===== src/rtl/i2s_frame_sequencer_if.sv =====
// Output word stream from i2s_frame_sequencer to the USB FIFO writer.
//   master : drives out_valid, out_data, out_chan, out_frame, out_last; samples out_ready
//   slave  : the consumer side of the same handshake
interface i2s_frame_sequencer_if #(
  parameter int unsigned WIDTH = 24,
  parameter int unsigned CH_W  = 3
);
  logic             out_valid;
  logic             out_ready;
  logic [WIDTH-1:0] out_data;
  logic [CH_W-1:0]  out_chan;
  logic [7:0]       out_frame;
  logic             out_last;

  modport master (
    output out_valid, out_data, out_chan, out_frame, out_last,
    input  out_ready
  );

  modport slave (
    input  out_valid, out_data, out_chan, out_frame, out_last,
    output out_ready
  );
endinterface


===== src/rtl/i2s_frame_sequencer.sv =====
// i2s_frame_sequencer: snapshots all I2S capture channels on each frame strobe and
// streams the enabled ones, lowest channel first, over a valid/ready handshake,
// each word tagged with its channel index and a frame ID.
// Ports:
//   clk, rst      IFCLK clock, asynchronous active-high reset
//   frame_stb     one-cycle pulse, ch_data/ch_en valid (already synchronised)
//   ch_data       NUM_CH samples, channel c at [c*WIDTH +: WIDTH]
//   ch_en         channel enable mask, sampled with frame_stb
//   out_if        master side of the output word stream
//   busy          a frame is being loaded or sent
//   overrun_cnt   frames dropped because a strobe arrived while busy (saturating)
// Optional feature: define I2S_SEQ_HEADER_EN to prefix every frame with a header word
// (out_chan all-ones, out_data = {mask zero-padded to 16 bits, frame ID}).
module i2s_frame_sequencer #(
  parameter int unsigned NUM_CH = 8,
  parameter int unsigned WIDTH  = 24,
  parameter int unsigned CH_W   = 3
) (
  input  logic                    clk,
  input  logic                    rst,
  input  logic                    frame_stb,
  input  logic [NUM_CH*WIDTH-1:0] ch_data,
  input  logic [NUM_CH-1:0]       ch_en,
  i2s_frame_sequencer_if.master   out_if,
  output logic                    busy,
  output logic [7:0]              overrun_cnt
);

  typedef enum logic [1:0] {StIdle, StLoad, StSend} state_e;

  state_e                  state_q, state_d;
  logic [NUM_CH*WIDTH-1:0] shadow_q, shadow_d;
  logic [NUM_CH-1:0]       mask_q, mask_d;
  logic [7:0]              frame_id_q, frame_id_d;
  logic [7:0]              overrun_q, overrun_d;
  logic                    out_valid_q, out_valid_d;
  logic [WIDTH-1:0]        out_data_q, out_data_d;
  logic [CH_W-1:0]         out_chan_q, out_chan_d;
  logic                    out_last_q, out_last_d;
`ifdef I2S_SEQ_HEADER_EN
  logic                    hdr_q, hdr_d;  // header word is the one being presented
`endif

  logic [NUM_CH-1:0] retire_mask;  // mask left once the presented word is accepted
  logic [NUM_CH-1:0] pick_src;
  logic [CH_W-1:0]   pick;
  logic [NUM_CH-1:0] pick_onehot;

  function automatic logic [CH_W-1:0] lowest_ch(input logic [NUM_CH-1:0] m);
    lowest_ch = '0;
    for (int i = NUM_CH - 1; i >= 0; i--) begin
      if (m[i]) lowest_ch = CH_W'(i);
    end
  endfunction

  always_comb begin
`ifdef I2S_SEQ_HEADER_EN
    // The header's all-ones channel tag aliases a real channel, so it must not clear a bit.
    retire_mask = hdr_q ? mask_q : (mask_q & ~(NUM_CH'(1) << out_chan_q));
`else
    retire_mask = mask_q & ~(NUM_CH'(1) << out_chan_q);
`endif
    pick_src    = (state_q == StLoad) ? mask_q : retire_mask;
    pick        = lowest_ch(pick_src);
    pick_onehot = NUM_CH'(1) << pick;
  end

  always_comb begin
    state_d     = state_q;
    shadow_d    = shadow_q;
    mask_d      = mask_q;
    frame_id_d  = frame_id_q;
    overrun_d   = overrun_q;
    out_valid_d = out_valid_q;
    out_data_d  = out_data_q;
    out_chan_d  = out_chan_q;
    out_last_d  = out_last_q;
`ifdef I2S_SEQ_HEADER_EN
    hdr_d       = hdr_q;
`endif

    unique case (state_q)
      StIdle: begin
        if (frame_stb && (ch_en != '0)) begin
          shadow_d = ch_data;
          mask_d   = ch_en;
          state_d  = StLoad;
        end
      end
      StLoad: begin
        state_d     = StSend;
        out_valid_d = 1'b1;
`ifdef I2S_SEQ_HEADER_EN
        hdr_d       = 1'b1;
        out_chan_d  = '1;
        out_data_d  = WIDTH'({16'(mask_q), frame_id_q});
        out_last_d  = 1'b0;
`else
        out_chan_d  = pick;
        out_data_d  = shadow_q[pick*WIDTH +: WIDTH];
        out_last_d  = (pick_src & ~pick_onehot) == '0;
`endif
      end
      StSend: begin
        if (out_valid_q && out_if.out_ready) begin
          mask_d = retire_mask;
`ifdef I2S_SEQ_HEADER_EN
          hdr_d  = 1'b0;
`endif
          if (retire_mask != '0) begin
            out_chan_d = pick;
            out_data_d = shadow_q[pick*WIDTH +: WIDTH];
            out_last_d = (pick_src & ~pick_onehot) == '0;
          end else begin
            out_valid_d = 1'b0;
            out_last_d  = 1'b0;
            frame_id_d  = frame_id_q + 8'd1;
            state_d     = StIdle;
          end
        end
      end
      default: state_d = StIdle;
    endcase

    // A strobe while loading or sending (including the final handshake cycle) is dropped.
    if (frame_stb && (state_q != StIdle) && (overrun_q != 8'hFF)) begin
      overrun_d = overrun_q + 8'd1;
    end
  end

  always_ff @(posedge clk or posedge rst) begin
    if (rst) begin
      state_q     <= StIdle;
      shadow_q    <= '0;
      mask_q      <= '0;
      frame_id_q  <= '0;
      overrun_q   <= '0;
      out_valid_q <= 1'b0;
      out_data_q  <= '0;
      out_chan_q  <= '0;
      out_last_q  <= 1'b0;
`ifdef I2S_SEQ_HEADER_EN
      hdr_q       <= 1'b0;
`endif
    end else begin
      state_q     <= state_d;
      shadow_q    <= shadow_d;
      mask_q      <= mask_d;
      frame_id_q  <= frame_id_d;
      overrun_q   <= overrun_d;
      out_valid_q <= out_valid_d;
      out_data_q  <= out_data_d;
      out_chan_q  <= out_chan_d;
      out_last_q  <= out_last_d;
`ifdef I2S_SEQ_HEADER_EN
      hdr_q       <= hdr_d;
`endif
    end
  end

  assign out_if.out_valid = out_valid_q;
  assign out_if.out_data  = out_data_q;
  assign out_if.out_chan  = out_chan_q;
  assign out_if.out_frame = frame_id_q;
  assign out_if.out_last  = out_last_q;
  assign busy             = (state_q != StIdle);
  assign overrun_cnt      = overrun_q;

endmodule


===== src/flat_wrapper.sv =====
// flat-port wrapper written by rule: the top's interface ports become plain ports
module i2s_frame_sequencer_flat 
#(
  parameter int unsigned NUM_CH = 8,
  parameter int unsigned WIDTH  = 24,
  parameter int unsigned CH_W   = 3
)
  (clk, rst, frame_stb, ch_data, ch_en, busy, overrun_cnt, out_if_out_valid, out_if_out_data, out_if_out_chan, out_if_out_frame, out_if_out_last, out_if_out_ready);
  i2s_frame_sequencer_if #(.WIDTH(WIDTH), .CH_W(CH_W)) out_if_i ();
  input  logic clk;
  input  logic rst;
  input  logic frame_stb;
  input  logic [NUM_CH*WIDTH-1:0] ch_data;
  input  logic [NUM_CH-1:0] ch_en;
  output logic busy;
  output logic [7:0] overrun_cnt;
  output wire logic [$bits(out_if_i.out_valid)-1:0] out_if_out_valid;
  output wire logic [$bits(out_if_i.out_data)-1:0] out_if_out_data;
  output wire logic [$bits(out_if_i.out_chan)-1:0] out_if_out_chan;
  output wire logic [$bits(out_if_i.out_frame)-1:0] out_if_out_frame;
  output wire logic [$bits(out_if_i.out_last)-1:0] out_if_out_last;
  input wire logic [$bits(out_if_i.out_ready)-1:0] out_if_out_ready;
  assign out_if_out_valid = out_if_i.out_valid;
  assign out_if_out_data = out_if_i.out_data;
  assign out_if_out_chan = out_if_i.out_chan;
  assign out_if_out_frame = out_if_i.out_frame;
  assign out_if_out_last = out_if_i.out_last;
  assign out_if_i.out_ready = out_if_out_ready;
  i2s_frame_sequencer #(.NUM_CH(NUM_CH), .WIDTH(WIDTH), .CH_W(CH_W)) u_core (.clk(clk), .rst(rst), .frame_stb(frame_stb), .ch_data(ch_data), .ch_en(ch_en), .out_if(out_if_i), .busy(busy), .overrun_cnt(overrun_cnt));
endmodule

===== config.mk =====
export PLATFORM = sky130hd
export DESIGN_NAME = i2s_frame_sequencer_flat
export DESIGN_NICKNAME = d
export VERILOG_FILES = /design/src/rtl/i2s_frame_sequencer_if.sv /design/src/rtl/i2s_frame_sequencer.sv /design/src/flat_wrapper.sv
export SDC_FILE = /design/constraint.sdc
export NUM_CORES = 1
export LEC_CHECK = 0
export CORE_ASPECT_RATIO = 0.7
export CORE_UTILIZATION = 55
export CTS_BUF_LIST = sky130_fd_sc_hd__clkbuf_8
export CTS_CLUSTER_DIAMETER = 120
export DETAILED_ROUTE_END_ITERATION = 6
export GPL_ROUTABILITY_DRIVEN = 0
export GPL_TIMING_DRIVEN = 0
export PLACE_DENSITY_LB_ADDON = 0.12
export REMOVE_ABC_BUFFERS = 1
export SETUP_SLACK_MARGIN = 0.4
export SLEW_MARGIN = 20
export SYNTH_ARGS = -nofsm -noshare
export SYNTH_HDL_FRONTEND = slang
export SYNTH_SLANG_ARGS = --single-unit

===== constraint.sdc =====
create_clock -name clk -period 13.39 [get_ports clk]
set_clock_uncertainty 0.05 [all_clocks]
set_input_delay 3.3475 -clock clk [delete_from_list [all_inputs] [get_ports clk]]
set_output_delay 3.3475 -clock clk [all_outputs]
set_load 0.02 [all_outputs]

Yosys cells after proc, flatten, opt, wreduce, memory -nomap -nowiden --
Cells that the tools add are included.
Word-level totals: flip-flop bits (word level) 247, input bits 204, output and inout port bits 46, word-level logic and storage cells 73
Cells by class: add/subtract/negate cells 2, multiply operators 1, equality and inequality tests 7, shift-type cells 3, mux-type cells 28, bitwise gates (word level) 5, reduce and logical (&&, ||, !) cells 18
Operators by type and width (number):
- 192-bit by 9-bit indexed part select with 24-bit output | 1
- 24-bit two-way mux | 2
- 24-bit case mux with 2 select lines | 1
- 3-bit two-way mux | 10
- 8-bit two-way mux | 3
- 8-bit by 1-bit adder with 8-bit output (second input constant) | 2
- 8-bit AND | 2
- 8-bit NOT | 2
- 8-bit case mux with 2 select lines | 1
- 8-bit nonzero test | 2
- 1-bit by 3-bit << shifter with 8-bit output (first input constant) | 2
- 3-bit AND reduction | 5
- 8-bit logical NOT | 1
- 8-bit != test (second input constant) | 1
- 2-bit two-way mux | 3
- 2-bit by 1-bit != test with 1-bit output (second input constant) | 3
- 2-bit case mux with 3 select lines | 1
- 3-bit case mux with 2 select lines | 1
- 2-bit nonzero test | 3
- 3-bit by 2-bit multiplier with 5-bit output (second input constant) | 1
- 1-bit logical AND | 4
- 1-bit two-way mux | 4
- 1-bit case mux with 2 select lines | 2
- 2-bit AND reduction | 2
- 5 further kinds | 5

Longest topological paths before layout --
word-level depth 19, gate-level depth with buffers 10, gate-level depth less buffers 7

Least setup slack after synthesis --
Ideal clock, no wire load.
kind input port to flip-flop, start point in out_if_out_ready, end point reg u_core.out_data_q[10], in the netlist u_core.out_if.out_data[10], library setup time 66 ps, data arrival time 4612 ps, required time 13274 ps, path slack 8662 ps, stages 7, path buffers 2, cells stage by stage nand2_1 or2_1 o21a_1 buf_2 nor2_2 buf_2 a221o_1
On the way: longest elaborated chain between the ends 3
Ends and longest elaborated chain:
- start, declared | RTL line flat_wrapper.sv:22 | input wire logic [$bits(out_if_i.out_ready)-1:0] out_if_out_ready;
- 1-bit logical AND | RTL line i2s_frame_sequencer.sv:105 | if (out_valid_q && out_if.out_ready) begin
- 2-bit by 1-bit != test with 1-bit output (no line)
- 3-bit AND reduction (no line)
- end signal, assigned | RTL line i2s_frame_sequencer.sv:152 | out_data_q <= out_data_d;
- end, declared | RTL line i2s_frame_sequencer.sv:37 | logic [WIDTH-1:0] out_data_q, out_data_d;
No other way between the ends. A chain may end at the register's enable or synchronous reset.

Final worst setup path --
start point in ch_en[2], end point reg u_core.mask_q[4]
On the way: longest elaborated chain between the ends 4
Ends and longest elaborated chain:
- start, declared | RTL line flat_wrapper.sv:14 | input logic [NUM_CH-1:0] ch_en;
- 8-bit nonzero test | RTL line i2s_frame_sequencer.sv:84 | if (frame_stb && (ch_en != '0)) begin
- 1-bit logical AND | RTL line i2s_frame_sequencer.sv:84
- 2-bit by 1-bit != test with 1-bit output (no line)
- 3-bit AND reduction (no line)
- end signal, assigned | RTL line i2s_frame_sequencer.sv:148 | mask_q <= mask_d;
- end, declared | RTL line i2s_frame_sequencer.sv:33 | logic [NUM_CH-1:0] mask_q, mask_d;
No other way between the ends.

==> flow_summary.json <==
{
  "outcome": "completed",
  "end_kind": "flip-flop",
  "layoutNonFillerInstCount": 1770,
  "die_area_um2": 21400,
  "wire_length_of_the_first_global_routing_pass_mm": 48.2,
  "postCtsSetupRepairBufs": 0,
  "synth.mux.area_fraction": 0.108,
  "biggest_area_consumer_among_synthesized_cells": "dfrtp_1",
  "rsz0062_at_grt": "no",
  "part_of_the_yosys_area_used_for_sequential_elements": 0.539,
  "largest_family_of_logic_cells_by_synthesized_area": "simple AND/OR/NAND/NOR gates",
  "clockRootBuffer": "clkbuf_8",
  "share_of_async_settable_or_async_resettable_flops_after_synthesis": 1.00,
  "vias_in_the_first_global_route": 9360,
  "critPathKind": "in -> reg",
  "drv.max_cap_violation_count": 0,
  "final_nets": 1679,
  "critPathMaxStageDelay_ns": 0.52,
  "worst_skew_pair.late_latency_ns": 0.53,
  "max_transition_viols_final": 0,
  "power.density_nw_per_um2": 249,
  "hold_buffers": 0,
  "starting_density_of_the_core": 0.570,
  "initial_antenna_violation_count": 1,
  "worst-slew-pin-transition_ns": 0.967,
  "synth_edf_count": 0,
  "report.final.setup_viol": 0,
  "fmax_ghz": 0.161,
  "final_layout_size_suffix_gt1_frac": 0.0607,
  "synthDistinctLibCells": 58,
  "yosys.area_share.xor_xnor": 0.0107,
  "num_rows": 43,
  "worstPathMaxFanout": 108,
  "grt_max_degree": 109,
  "ys_warn_count": 0,
  "layout.core_utilization": 0.745,
  "power.static_leakage_nw": 7.40,
  "path_clk_slew_ns": 0.06,
  "cp_slowest_cell": "nand3_4",
  "synth_adder_area_share": 0.00305,
  "die_x_um": 175,
  "syn_inst_count": 1246,
  "synth-seq-cells": 247,
  "io_pins": 250,
  "final_worst_path_period_need_ns": 6.22,
  "timing.max_slew.rel_slack": 0.354,
  "remaining_drc_errors": 0,
  "totalWireLength_mm": 30.0,
  "groute.usage.overall": 0.286,
  "dp_hpwl_mm": 19.5,
  "placed_cell_count": 1703,
  "tritoncts": "built",
  "mostFrequentLayoutCell": "nand2_1",
  "detail_route.first_pass.iterations": 5,
  "avgSynthCellArea_um2": 9.21,
  "worst-endpoint-required_ns": 13.80,
  "synth-main-ff-cell": "dfrtp_1",
  "clockBufferDepth": 3,
  "holdCritPathClass": "reg -> reg",
  "initialDrtViolationCount": 757,
  "preCtsSetupSlack_ns": 6.64,
  "crit_arrival_ns": 6.63,
  "area_growth_syn_to_fin_pct": 30.6,
  "final_min_period_over_clock_period": 0.464,
  "layout.cells.most_common_list": "nand2_1 (609), clkdlybuf4s50_1 (249), dfrtp_1 (247)",
  "fin_ws_ns": 7.17,
  "cts.htree.levels": 2,
  "detail_route.wl_per_cell_um": 17.0,
  "netlist_top_cells_area": "dfrtp_1 (54%), nand2_1 (20%), mux2i_1 (9.7%)",
  "numCtsBuffers": 38,
  "finalPower_mw": 3.72,
  "power.ir.vdd_worst_uv": 142,
  "synth.top_cell.area_share": 0.539,
  "crit_chain": "clkdlybuf4s50_1 -> nor4_1 -> nand2_1 -> nand3_4 -> buf_16 -> buf_12 -> inv_8 -> buf_16 -> nor2_1 -> o21ai_0 -> nand2_1",
  "post_synthesis_compound_gate_area_fraction": 0.0772,
  "total_congestion_overflow_after_global_routing": 0,
  "fp.coreArea_um2": 20100,
  "cts.sinks": 247,
  "dr_total_vias": 9484,
  "synth_simple_gate_area_share": 0.229,
  "vias_per_cell": 5.36,
  "crit_path_start_kind": "primary input",
  "dieHeight_um": 123,
  "drt.antenna.violating_nets": 0,
  "cts.repair.resized": 0,
  "timing.final.hold_violations": 0,
  "numPortBuffers": 249,
  "synth_area_um2": 11500
}
path summary, 6_finish.rpt:
kind,from,to,slack [ns],depth (start not counted)
max in group asynchronous,rst,u_core.shadow_q[118]$_DFFE_PP0P_,8.91,4
min reg2reg,u_core.shadow_q[26]$_DFFE_PP0P_,u_core.shadow_q[26]$_DFFE_PP0P_,0.42,2
max,ch_en[2],u_core.mask_q[4]$_DFFE_PP0P_,7.17,11
min in group asynchronous,rst,u_core.overrun_cnt[0]$_DFFE_PP0P_,3.15,2
min,u_core.shadow_q[26]$_DFFE_PP0P_,u_core.shadow_q[26]$_DFFE_PP0P_,0.42,2
max reg2reg,u_core.state_q[1]$_DFFE_PP0P_,u_core.out_if.out_data[3]$_DFFE_PP0P_,9.46,8
through the flow:
step | hold slack [ns] | TNS [ns] | instance area (µm²)
after detailed placement | 0.411 | 0 | 14200
after global routing | 0.443 | 0 | 15000
after CTS | 0.426 | 0 | 15000
after floorplan | 0.390 | 0 | 11100
after global placement | 0.403 | -1174.07 | 14000
final | 0.422 | 0 | 15000
routing by layer:
| layer | GRT usage | share of wire | wire length, µm |
|---|---|---|---|
| met1 | 0.398 | 0.44 | 13200 |
| met2 | 0.448 | 0.46 | 13900 |
| met3 | 0.0725 | 0.082 | 2470 |
| met4 | 0.0804 | 0.015 | 450 |
| met5 | 0 | 0 | 0 |
synth_stat cells, drive strengths merged (3+ instances only):
| master | instances |
|---|---|
| nor2b | 3 |
| o21ai | 15 |
| inv | 8 |
| nand2b | 8 |
| nor4 | 4 |
| buf | 24 |
| dfrtp | 247 |
| mux2i | 111 |
| clkbuf | 48 |
| a22oi | 8 |
| o31ai | 7 |
| a21oi | 11 |
| or2 | 3 |
| xor2 | 6 |
| xnor2 | 8 |
| o221ai | 4 |
| nand3 | 9 |
| o22ai | 20 |
| nor2 | 25 |
| a22o | 4 |
| nand4 | 4 |
| a221o | 19 |
| mux2 | 11 |
| nand2 | 610 |
| a31oi | 3 |
registers in the layout (all words and copies together) (netlist names):
name,cells
u_core.mask_q,8
u_core.out_if.out_chan,3
u_core.out_if.out_data,24
u_core.out_if.out_frame,8
u_core.out_if.out_last,1
u_core.out_if.out_valid,1
u_core.overrun_cnt,8
u_core.shadow_q,192
u_core.state_q,2
layout make-up:
| class | instances | area, µm² |
|---|---|---|
| well taps | 270 | 338 |
| clock inverters | 20 | 106 |
| inverters | 8 | 45.0 |
| fillers | 1503 | 5140 |
| flip-flops and latches | 247 | 6180 |
| clock buffers | 46 | 633 |
| multi-input cells | 919 | 4930 |
| repair buffers | 259 | 2750 |
| diodes | 1 | 2.50 |
kinds of logic (layout without fill, tap and decap cells):
| family | count (synthesis) | count (layout) |
|---|---|---|
| and+or+nand+nor | 671 | 671 |
| DFF | 247 | 247 |
| muxes | 122 | 122 |
| AOI/OAI and AO/OA | 109 | 109 |
| buffers and inverters | 80 | 333 |
| xor gates and xnor gates | 14 | 14 |
| adders and majority gates | 3 | 3 |
| other | 0 | 1 |
critical path, delay by kind of cell:
kind	cells	cell delay [ns]
AO/OA/AOI/OAI	1	0.17
AND/OR/NAND/NOR	5	1.54
buffers and inverters	5	1.47
where the power goes:
group          switching (mW)  total [mW]  leakage [nW]  internal [mW]
sequential              0.233        1.32          3.08           1.09
combinational           0.997        1.78          3.88          0.787
clock                   0.288       0.617         0.440          0.329
total                    1.52        3.72          7.40           2.21
Power figures use the tool's default switching activity.
==> variant (config.mk and constraints unchanged) <==
Re-encode `state_e` (3 states) as one-hot, 3 bits wide.
--- a/src/rtl/i2s_frame_sequencer.sv
+++ b/src/rtl/i2s_frame_sequencer.sv
@@ -26,7 +26,7 @@
   output logic [7:0]              overrun_cnt
 );
 
-  typedef enum logic [1:0] {StIdle, StLoad, StSend} state_e;
+  typedef enum logic [2:0] {StIdle = 3'b001, StLoad = 3'b010, StSend = 3'b100} state_e;
 
   state_e                  state_q, state_d;
   logic [NUM_CH*WIDTH-1:0] shadow_q, shadow_d;
Check against the original RTL: no difference found for any inputs over 4 cycles, from zero or initial values and one cycle with rst high; so few cycles prove little.
==> variant against the unedited design <==
- sequential cell count up 1
- total power is 4.6% higher
- first-iteration DRC count grew 27%
- via count up 7.9%
- routed wire length grew 5.2%
- largest power group unchanged
- sequential share of layout area fell by 0.55 points
- design area is 1.8% higher
- synthesized area up 1.7%
- clock power grew 6.6%
- worst setup slack improved by 660 ps
- critical path type is now flip-flop to output pin
==> variant: results (changes against the unedited design) <==
[run_status]
status=finished, final reports clean

[pwr]
max-vdd-ir-drop_mv=0.1643  ; +16%
clkPwrFrac_pct=16.9  ; +0.3 points
powerComb_mw=1.92  ; +8%
p_int_mw=2.238  ; +1.4%
power.switching_mw=1.656  ; +9.1%
p_leak_nw=7.149  ; -3.4%

[global_route]
groute.layer.met3.usage_pct=7.021  ; -0.23 points
use_met2_pct=46.19  ; +1.4 points
grt_max_degree=144  ; +32%
track_usage_pct=29.45  ; +0.83 points
grt_use_met1_pct=41.26  ; +1.4 points
grt_pass1_wl_mm=50.56  ; +5.0%

[logic_synthesis]
synth_area_leaders=dfrtp_1 (53%), nand2_1 (18%), mux2_2 (2.7%)
synth_common_cells=nand2_1 (562), dfrtp_1 (247), clkbuf_1 (63)
yosysSeqAreaShare_pct=53.18  ; -0.70 points
synth_area_per_cell_um2=8.802  ; -4.4%
synth.distinct_cells=62  ; +6.9%

[routing]
avgRoutedWirePerCell_um=17.14  ; +1.1%
vias=10230  ; +7.9%
drt-initial-drc-count=958  ; +27%

[worst_setup_path]
crit_start=u_core.state_q[0]
critical-path-top-delay-family=buffers and inverters
critical_path.slowest_cell=clkdlybuf4s50_1
timing.rr.start=u_core.state_q[2]
path_max_fanout=4  ; -96%
reg2reg_to=u_core.out_if.out_data[17]
r2r_slack_ps=9050  ; -410 ps
cp_slowest_stage_delay_ps=570  ; +50 ps
arrival_ps=2160  ; -4470 ps

[final_layout]
fill_cells=1571  ; +4.5%
buffers_excl_clock=261  ; +0.77%
n_clock_buffer=54  ; +17%
multi_input_gates=954  ; +3.8%
multi_input_area_share_pct=32.72  ; -0.21 points
clock_cell_area_share_pct=5.267  ; +0.33 points
drive_gt1_share_pct=7.417  ; +1.3 points
nets=1744  ; +3.9%
diodes=2  ; +1
fin_util_pct=73.48  ; -0.99 points
seq_area_share_pct=40.70  ; -0.55 points
buf_share_pct=18.08  ; -0.24 points

[timing]
min_period_over_period_pct=41.52  ; -4.9 points
relSlewSlack_pct=24.39  ; -11 points
hold_ws_ps=419.4  ; -2.913 ps

[placed_design]
hpwl_mm=20.21  ; +3.5%
dpl-instance-area_um2=14440  ; +1.4%
pre_cts_ws_ps=7530  ; +886.3 ps

[clocking]
numClockSinks=248  ; +0.40%

[variant: cell types whose count changed after synthesis, sizes merged, moves of 26 or more]
| cell | before | now |
|---|---|---|
| mux2i | 111 | 3 |
| nand2 | 610 | 562 |
| mux2 | 11 | 52 |
| a211oi | 1 | 32 |
| o21ai | 15 | 45 |
| inv | 8 | 34 |
[variant: metal layers]
layer  routed length, um  part of all wire (%)  vias to the layer above
met5                  17                 0.054                        -
met4                 607                   1.9                        2
met3                2703                   8.6                       62
met2               14380                    46                      401
met1               13870                    44                     4895
li1                    -                     -                     4872
[variant: cells by family (layout without fill, tap and decap cells)]
family	Yosys count	in the layout	share of synthesized area (%)
and+or+nand+nor	684	684	23.57
DFF	248	248	53.18
AOI/OAI and AO/OA	199	199	12.33
buffers and inverters	124	362	4.374
muxes	55	55	5.274
xor gates and xnor gates	14	14	1.051
adders and majority gates	2	2	0.2144
other	0	2	0
